$ cat src/rtl/dm_bus_arbiter_if.sv
// Master-side bus of the data-memory arbiter: one request/response channel per master.
// Latency: none, wiring only; the arbiter answers a request two cycles after it is seen in IDLE.
// Backpressure: req is held until the one-cycle ack pulse; no other stall signal exists.
interface dm_bus_arbiter_if;
    logic        req;
    logic        we;
    logic [31:0] addr;
    logic [3:0]  byteen;
    logic [31:0] wdata;
    logic        ack;
    logic        err;
    logic [31:0] rdata;

    // Requesting engine (CPU M-stage or DMA/loader) drives the request side.
    modport master (
        output req, we, addr, byteen, wdata,
        input  ack, err, rdata
    );

    // Arbiter samples the request and drives the completion side.
    modport slave (
        input  req, we, addr, byteen, wdata,
        output ack, err, rdata
    );
endinterface

$ cat src/rtl/dm_bus_arbiter.sv
// Two-master arbiter for the DM/timer/interrupt-generator bus, IDLE/ISSUE/RESP sequencing with address decode.
// Latency: request seen in IDLE -> slave strobe next cycle -> ack the cycle after; 3 cycles per access.
// Backpressure: masters hold req until ack; a tie goes round-robin, or always to M0 with ARB_CPU_PRIORITY_EN defined.
module dm_bus_arbiter #(
    parameter logic [31:0] DM_BASE  = 32'h0000_0000,
    parameter logic [31:0] DM_LIMIT = 32'h0000_2FFF,
    parameter logic [31:0] TC0_BASE = 32'h0000_7F00,
    parameter logic [31:0] TC1_BASE = 32'h0000_7F10,
    parameter logic [31:0] IG_BASE  = 32'h0000_7F20
) (
    input  logic               clk,
    input  logic               reset_n,
    dm_bus_arbiter_if.slave    m0,
    dm_bus_arbiter_if.slave    m1,
    output logic               dm_en,
    output logic               dm_we,
    output logic [31:0]        dm_addr,
    output logic [3:0]         dm_byteen,
    output logic [31:0]        dm_wdata,
    input  logic [31:0]        dm_rdata,
    output logic [2:0]         dev_we,
    output logic [31:0]        dev_addr,
    output logic [31:0]        dev_wdata,
    input  logic [31:0]        tc0_rdata,
    input  logic [31:0]        tc1_rdata,
    output logic               grant_id,
    output logic               busy
);

    typedef enum logic [1:0] {
        IDLE  = 2'd0,
        ISSUE = 2'd1,
        RESP  = 2'd2
    } state_t;

    // Window sizes in bytes: timers expose three words, the interrupt generator one.
    localparam logic [31:0] DM_SPAN  = DM_LIMIT - DM_BASE;
    localparam logic [31:0] TC_BYTES = 32'd12;
    localparam logic [31:0] IG_BYTES = 32'd4;
    // Timer COUNT register offset; it is read-only.
    localparam logic [31:0] TC_COUNT_OFF = 32'h0000_0008;

    state_t      state;
    logic        last_grant;
    logic        grant_id_q;

    // Transaction captured at grant time; everything downstream decodes from these.
    logic        we_q;
    logic [31:0] addr_q;
    logic [3:0]  byteen_q;
    logic [31:0] wdata_q;

    // Response registers, loaded in ISSUE and presented in RESP.
    logic        ack0_q;
    logic        ack1_q;
    logic        err_q;
    logic        rsel_dm_q;
    logic [31:0] resp_q;

    // Arbitration result for the current IDLE cycle.
    logic        pick_vld;
    logic        pick;

    // Address decode of the latched transaction.
    logic [31:0] dm_off;
    logic [31:0] tc0_off;
    logic [31:0] tc1_off;
    logic [31:0] ig_off;
    logic [31:0] tmr_off;
    logic        hit_dm;
    logic        hit_tc0;
    logic        hit_tc1;
    logic        hit_tmr;
    logic        hit_ig;
    logic        illegal;
    logic        in_issue;

    // Pick a master: a lone requester wins; a tie follows the configured policy.
    always_comb begin
        pick_vld = m0.req | m1.req;
        pick     = 1'b0;
`ifdef ARB_CPU_PRIORITY_EN
        // CPU port always wins a tie; last_grant is tracked but not consulted.
        pick = ~m0.req;
`else
        if (m0.req && m1.req) begin
            pick = ~last_grant;
        end else begin
            pick = ~m0.req;
        end
`endif
    end

    // Window hits use offset-from-base so a below-base address wraps to a large offset and misses.
    always_comb begin
        dm_off  = addr_q - DM_BASE;
        tc0_off = addr_q - TC0_BASE;
        tc1_off = addr_q - TC1_BASE;
        ig_off  = addr_q - IG_BASE;
        hit_dm  = (dm_off <= DM_SPAN);
        hit_tc0 = (tc0_off < TC_BYTES);
        hit_tc1 = (tc1_off < TC_BYTES);
        hit_ig  = (ig_off < IG_BYTES);
        hit_tmr = hit_tc0 | hit_tc1;
        tmr_off = hit_tc0 ? tc0_off : tc1_off;
    end

    // Any one of these conditions turns the access into an error response with no slave strobe.
    always_comb begin
        illegal = 1'b0;
        if (!(hit_dm || hit_tmr || hit_ig)) begin
            illegal = 1'b1;
        end
        if (addr_q[1:0] != 2'b00) begin
            illegal = 1'b1;
        end
        if (byteen_q == 4'h0) begin
            illegal = 1'b1;
        end
        if (hit_tmr && (byteen_q != 4'hF)) begin
            illegal = 1'b1;
        end
        if (hit_tmr && we_q && (tmr_off == TC_COUNT_OFF)) begin
            illegal = 1'b1;
        end
        if (hit_ig && !we_q) begin
            illegal = 1'b1;
        end
    end

    // Slave-side strobes exist only in ISSUE and only for legal accesses, so reset drops them at once.
    always_comb begin
        in_issue  = (state == ISSUE);
        dm_en     = in_issue & hit_dm & ~illegal;
        dm_we     = dm_en & we_q;
        dm_addr   = addr_q;
        dm_byteen = byteen_q;
        dm_wdata  = wdata_q;
        dev_we    = {3{in_issue & we_q & ~illegal}} & {hit_ig, hit_tc1, hit_tc0};
        dev_addr  = addr_q;
        dev_wdata = wdata_q;
    end

    // Sequencer: grant and latch in IDLE, strobe and capture in ISSUE, answer in RESP.
    always_ff @(posedge clk or negedge reset_n) begin
        if (!reset_n) begin
            state      <= IDLE;
            last_grant <= 1'b1;
            grant_id_q <= 1'b0;
            we_q       <= 1'b0;
            addr_q     <= '0;
            byteen_q   <= '0;
            wdata_q    <= '0;
            ack0_q     <= 1'b0;
            ack1_q     <= 1'b0;
            err_q      <= 1'b0;
            rsel_dm_q  <= 1'b0;
            resp_q     <= '0;
        end else begin
            ack0_q <= 1'b0;
            ack1_q <= 1'b0;
            case (state)
                IDLE: begin
                    err_q     <= 1'b0;
                    rsel_dm_q <= 1'b0;
                    resp_q    <= '0;
                    if (pick_vld) begin
                        grant_id_q <= pick;
                        last_grant <= pick;
                        we_q       <= pick ? m1.we     : m0.we;
                        addr_q     <= pick ? m1.addr   : m0.addr;
                        byteen_q   <= pick ? m1.byteen : m0.byteen;
                        wdata_q    <= pick ? m1.wdata  : m0.wdata;
                        state      <= ISSUE;
                    end
                end
                ISSUE: begin
                    err_q     <= illegal;
                    // DM read data only arrives in RESP, so it is steered there rather than captured.
                    rsel_dm_q <= hit_dm & ~we_q & ~illegal;
                    if (!illegal && !we_q && hit_tc0) begin
                        resp_q <= tc0_rdata;
                    end else if (!illegal && !we_q && hit_tc1) begin
                        resp_q <= tc1_rdata;
                    end else begin
                        resp_q <= '0;
                    end
                    ack0_q <= ~grant_id_q;
                    ack1_q <= grant_id_q;
                    state  <= RESP;
                end
                RESP: begin
                    state <= IDLE;
                end
                default: begin
                    state <= IDLE;
                end
            endcase
        end
    end

    // Completion outputs: only the granted master ever sees a non-zero value.
    assign m0.ack   = ack0_q;
    assign m0.err   = ack0_q & err_q;
    assign m0.rdata = ack0_q ? (rsel_dm_q ? dm_rdata : resp_q) : 32'h0;
    assign m1.ack   = ack1_q;
    assign m1.err   = ack1_q & err_q;
    assign m1.rdata = ack1_q ? (rsel_dm_q ? dm_rdata : resp_q) : 32'h0;

    assign grant_id = grant_id_q;
    assign busy     = (state != IDLE);

endmodule

$ cat src/flat_wrapper.sv
// flat-port wrapper written by rule: the top's interface ports become plain ports
module dm_bus_arbiter_flat 
#(
    parameter logic [31:0] DM_BASE  = 32'h0000_0000,
    parameter logic [31:0] DM_LIMIT = 32'h0000_2FFF,
    parameter logic [31:0] TC0_BASE = 32'h0000_7F00,
    parameter logic [31:0] TC1_BASE = 32'h0000_7F10,
    parameter logic [31:0] IG_BASE  = 32'h0000_7F20
)
  (clk, reset_n, dm_en, dm_we, dm_addr, dm_byteen, dm_wdata, dm_rdata, dev_we, dev_addr, dev_wdata, tc0_rdata, tc1_rdata, grant_id, busy, m0_req, m0_we, m0_addr, m0_byteen, m0_wdata, m0_ack, m0_err, m0_rdata, m1_req, m1_we, m1_addr, m1_byteen, m1_wdata, m1_ack, m1_err, m1_rdata);
  dm_bus_arbiter_if m0_i ();
  dm_bus_arbiter_if m1_i ();
  input  logic clk;
  input  logic reset_n;
  output logic dm_en;
  output logic dm_we;
  output logic [31:0] dm_addr;
  output logic [3:0] dm_byteen;
  output logic [31:0] dm_wdata;
  input  logic [31:0] dm_rdata;
  output logic [2:0] dev_we;
  output logic [31:0] dev_addr;
  output logic [31:0] dev_wdata;
  input  logic [31:0] tc0_rdata;
  input  logic [31:0] tc1_rdata;
  output logic grant_id;
  output logic busy;
  input wire logic [$bits(m0_i.req)-1:0] m0_req;
  input wire logic [$bits(m0_i.we)-1:0] m0_we;
  input wire logic [$bits(m0_i.addr)-1:0] m0_addr;
  input wire logic [$bits(m0_i.byteen)-1:0] m0_byteen;
  input wire logic [$bits(m0_i.wdata)-1:0] m0_wdata;
  output wire logic [$bits(m0_i.ack)-1:0] m0_ack;
  output wire logic [$bits(m0_i.err)-1:0] m0_err;
  output wire logic [$bits(m0_i.rdata)-1:0] m0_rdata;
  input wire logic [$bits(m1_i.req)-1:0] m1_req;
  input wire logic [$bits(m1_i.we)-1:0] m1_we;
  input wire logic [$bits(m1_i.addr)-1:0] m1_addr;
  input wire logic [$bits(m1_i.byteen)-1:0] m1_byteen;
  input wire logic [$bits(m1_i.wdata)-1:0] m1_wdata;
  output wire logic [$bits(m1_i.ack)-1:0] m1_ack;
  output wire logic [$bits(m1_i.err)-1:0] m1_err;
  output wire logic [$bits(m1_i.rdata)-1:0] m1_rdata;
  assign m0_i.req = m0_req;
  assign m0_i.we = m0_we;
  assign m0_i.addr = m0_addr;
  assign m0_i.byteen = m0_byteen;
  assign m0_i.wdata = m0_wdata;
  assign m0_ack = m0_i.ack;
  assign m0_err = m0_i.err;
  assign m0_rdata = m0_i.rdata;
  assign m1_i.req = m1_req;
  assign m1_i.we = m1_we;
  assign m1_i.addr = m1_addr;
  assign m1_i.byteen = m1_byteen;
  assign m1_i.wdata = m1_wdata;
  assign m1_ack = m1_i.ack;
  assign m1_err = m1_i.err;
  assign m1_rdata = m1_i.rdata;
  dm_bus_arbiter #(.DM_BASE(DM_BASE), .DM_LIMIT(DM_LIMIT), .TC0_BASE(TC0_BASE), .TC1_BASE(TC1_BASE), .IG_BASE(IG_BASE)) u_core (.clk(clk), .reset_n(reset_n), .m0(m0_i), .m1(m1_i), .dm_en(dm_en), .dm_we(dm_we), .dm_addr(dm_addr), .dm_byteen(dm_byteen), .dm_wdata(dm_wdata), .dm_rdata(dm_rdata), .dev_we(dev_we), .dev_addr(dev_addr), .dev_wdata(dev_wdata), .tc0_rdata(tc0_rdata), .tc1_rdata(tc1_rdata), .grant_id(grant_id), .busy(busy));
endmodule
$ cat config.mk
export PLATFORM = sky130hd
export DESIGN_NAME = dm_bus_arbiter_flat
export DESIGN_NICKNAME = d
export VERILOG_FILES = /design/src/rtl/dm_bus_arbiter_if.sv /design/src/rtl/dm_bus_arbiter.sv /design/src/flat_wrapper.sv
export SDC_FILE = /design/constraint.sdc
export NUM_CORES = 1
export LEC_CHECK = 0
export ABC_AREA = 1
export BUFFER_PORTS_ARGS = -buffer_cell sky130_fd_sc_hd__buf_2
export CAP_MARGIN = 20
export CORE_AREA = 2 2 171 173
export DETAILED_ROUTE_END_ITERATION = 6
export DIE_AREA = 0 0 173 175
export GPL_ROUTABILITY_DRIVEN = 0
export GPL_TIMING_DRIVEN = 1
export SLEW_MARGIN = 20
export SYNTH_ARGS = -nofsm -noshare
export SYNTH_HDL_FRONTEND = slang
export SYNTH_SLANG_ARGS = --single-unit
$ cat constraint.sdc
create_clock -name clk -period 4.9 [get_ports clk]
set_clock_uncertainty 0.1 [all_clocks]
set_input_delay 0.245 -clock clk [delete_from_list [all_inputs] [get_ports clk]]
set_output_delay 0.245 -clock clk [all_outputs]
set_load 0.01 [all_outputs]
==> results.json <==
{
  "status": "finished, final reports clean",
  "setup_violations": 0,
  "final_cells": 2126,
  "critPathLaunchType": "flip-flop",
  "synth_edf_count": 0,
  "grt_pass1_vias": 9924,
  "grt_max_degree": 98,
  "crit_fanout": 13,
  "drtIter0Drc": 837,
  "chipWidth_um": 173,
  "path_cells": "ha_1, nand3_1, nor2_2, nand2_1, nand2_1, xor2_1, nand3_1, nor2_1, nand3_2, nand4_1, nand3_2, nand3b_1, nor2_1, buf_2",
  "min_path_type": "in2reg",
  "syn_inst": 1401,
  "ys_warn_count": 0,
  "htree_levels": 3,
  "grt_setup_unrepaired": "no",
  "num_vias": 10455,
  "cts_repair_resize_count": 0,
  "cts_tree": "yes",
  "die_y_um": 175,
  "route.detailed.drc": 0,
  "row_count": 62,
  "final_cell_mix": "buf_2 (443), nand2_1 (419), nor2_1 (243)",
  "min_period_over_period_pct": 84.15,
  "drv_slew": 0,
  "slowest_delay_ps": 650,
  "cts_setup_buffers": 0,
  "placed_cells": 2105,
  "drive_above_1_share_pct": 31.01,
  "endpoint_kind": "output port",
  "fin_util_pct": 39.66,
  "die_area_um2": 30280,
  "post_drt_wl_per_cell_um": 16.96,
  "ant_nets": 0,
  "tns_ps": 0,
  "slew_headroom_pct": 31.00,
  "synth_flop_cell": "dfrtp_1",
  "crit_type": "reg2out",
  "cts_max_path_buffers": 2,
  "synth.net_count": 1648,
  "cts.sinks": 109,
  "viasPerCell": 4.918,
  "crit_arrival_ps": 3780,
  "io_pins": 445,
  "synth_area_um2": 8956,
  "fmax_mhz": 242.5,
  "antenna_found_initial": 5,
  "drt_wl_total_um": 36050,
  "yosysUniqueCellTypes": 42,
  "cts-root-buf": "clkbuf_16",
  "synth_seq_cells": 109,
  "synthArstFlopShare_pct": 100.0,
  "timing_hold_violations_final": 0,
  "fin_crit_ps": 4123,
  "first_pass_iters": 6,
  "area_delta_synth_final_pct": 25.73,
  "globalRoute.totalOverflow": 0,
  "tightestPinTransition_ps": 1035,
  "mostFrequentLayoutCell": "buf_2",
  "critical_path.slowest_cell": "dfrtp_1",
  "grt_pass1_wl_um": 55620,
  "start_util_pct": 31.54,
  "cap_viol_max_count": 0,
  "dp_hpwl_um": 27930,
  "critical_path_required_ps": 4550,
  "clock_latency_ps": 370,
  "io_buffers": 444,
  "power-per-cell-area_nw_per_um2": 507.4,
  "cts_inserted_buffers": 9,
  "clk_pin_slew_ps": 90,
  "seq_area_frac_synth_pct": 30.47,
  "grt_use_total_pct": 23.14,
  "p_leak_nw": 6.056,
  "syn_avg_cell_area_um2": 6.393,
  "postCtsHoldBufs": 1,
  "peakVddDrop_mv": 0.2650,
  "fin_nets": 1980,
  "coreArea_um2": 28390
}
## report_power, final
group          switching [W]  internal, W  leakage, nW
Combinational        0.00211      0.00109         4.55
Sequential          0.000524      0.00122         1.35
Clock               0.000416     0.000365        0.149
## synth_stat cells (4+ instances only)
cell      instances  share of area [%]
buf_6             7               0.88
nand3_2          15                1.7
nand4_1          17                1.2
o21ai_0          48                2.7
dfrtp_1         108                 30
nor2_4            4               0.50
nor3_1            5               0.28
nand3b_1          4               0.34
nand3_1         121                6.8
inv_2            10               0.42
ha_1              9                1.3
a21oi_1           4               0.22
inv_1           100                4.2
buf_2             8               0.45
nor2_1          245                 10
nor2_2           13               0.91
nand2_2          12               0.84
clkbuf_1         49                2.1
nand2_1         420                 18
a31oi_1          32                2.2
o22ai_1          37                2.6
mux2i_1          32                3.6
buf_4            67                5.6
xor2_1            7               0.68
## state kept, by name, indices dropped and copies added (netlist names)
| name | flops |
|---|---|
| u_core.state | 2 |
| u_core.grant_id | 1 |
| u_core.dm_byteen | 4 |
| u_core.last_grant | 1 |
| u_core.err_q | 1 |
| u_core.dev_addr | 32 |
| u_core.resp_q | 32 |
| u_core.rsel_dm_q | 1 |
| u_core.we_q | 1 |
| u_core.m0.ack | 1 |
| u_core.dev_wdata | 32 |
| u_core.m1.ack | 1 |
## cell families after synthesis
kind of cell	share of synthesized area, %
AO/OA/AOI/OAI	8.368
XOR/XNOR	0.6846
adder cells (fa/ha/maj)	1.257
buffers and inverters	13.84
flip-flops	30.47
multiplexers	3.576
AND/OR/NAND/NOR	41.80
## layer usage
metal | GRT usage, % | part of all wire (%)
met5 | 0 | 0
met4 | 8.934 | 3.1
met3 | 3.590 | 7.0
met2 | 37.72 | 46
met1 | 30.86 | 44
## metrics by stage
stage / hold slack [ps] / cell area (µm²) / setup slack (ps) / total power (W)
6_report: 15.50 / 11260 / 776.8 / 0.005714
3_5_place_dp: 335.6 / 10940 / 916.8 / 0.004930
3_3_place_gp: 332.8 / 10940 / 935.0 / 0.004924
5_1_grt: 12.48 / 11260 / 482.3 / 0.006167
4_1_cts: 3.409 / 11250 / 774.1 / 0.005728
2_1_floorplan: -150.6 / 8956 / 2036 / 0.003930
## final timing paths
check,slack [ps],startpoint,depth (start not counted),endpoint
max,780,u_core.dev_addr[8]$_DFFE_PN0P_,14,dev_we[0]
min,20,m0_wdata[9],3,u_core.dev_wdata[9]$_DFFE_PN0P_
max in group asynchronous,3060,reset_n,3,u_core.dev_wdata[7]$_DFFE_PN0P_
max reg2reg,820,u_core.dev_addr[8]$_DFFE_PN0P_,17,u_core.resp_q[22]$_DFFE_PN0P_
min reg2reg,350,u_core.grant_id$_DFFE_PN0P_,1,u_core.m0.ack$_DFF_PN0_
min in group asynchronous,470,reset_n,2,u_core.dev_wdata[9]$_DFFE_PN0P_
## area by class of cell
cell class / count / area [µm²]
Antenna cell: 4 / 10.01
Clock buffer: 9 / 225.2
Clock inverter: 7 / 77.57
Fill cell: 3125 / 17130
Inverter: 112 / 422.9
Multi-Input combinational cell: 1046 / 5005
Sequential cell: 109 / 2730
Tap cell: 384 / 480.5
Timing Repair Buffer: 455 / 2310
## worst max-delay path: cells and delay by family, from the launching register on
family	cells	cell delay [ps]
XOR/XNOR	1	230
buffers and inverters	1	200
flip-flops	1	650
AND/OR/NAND/NOR	11	1900
adder cells (fa/ha/maj)	1	420
Note: power is estimated with default switching activity, not from simulation.
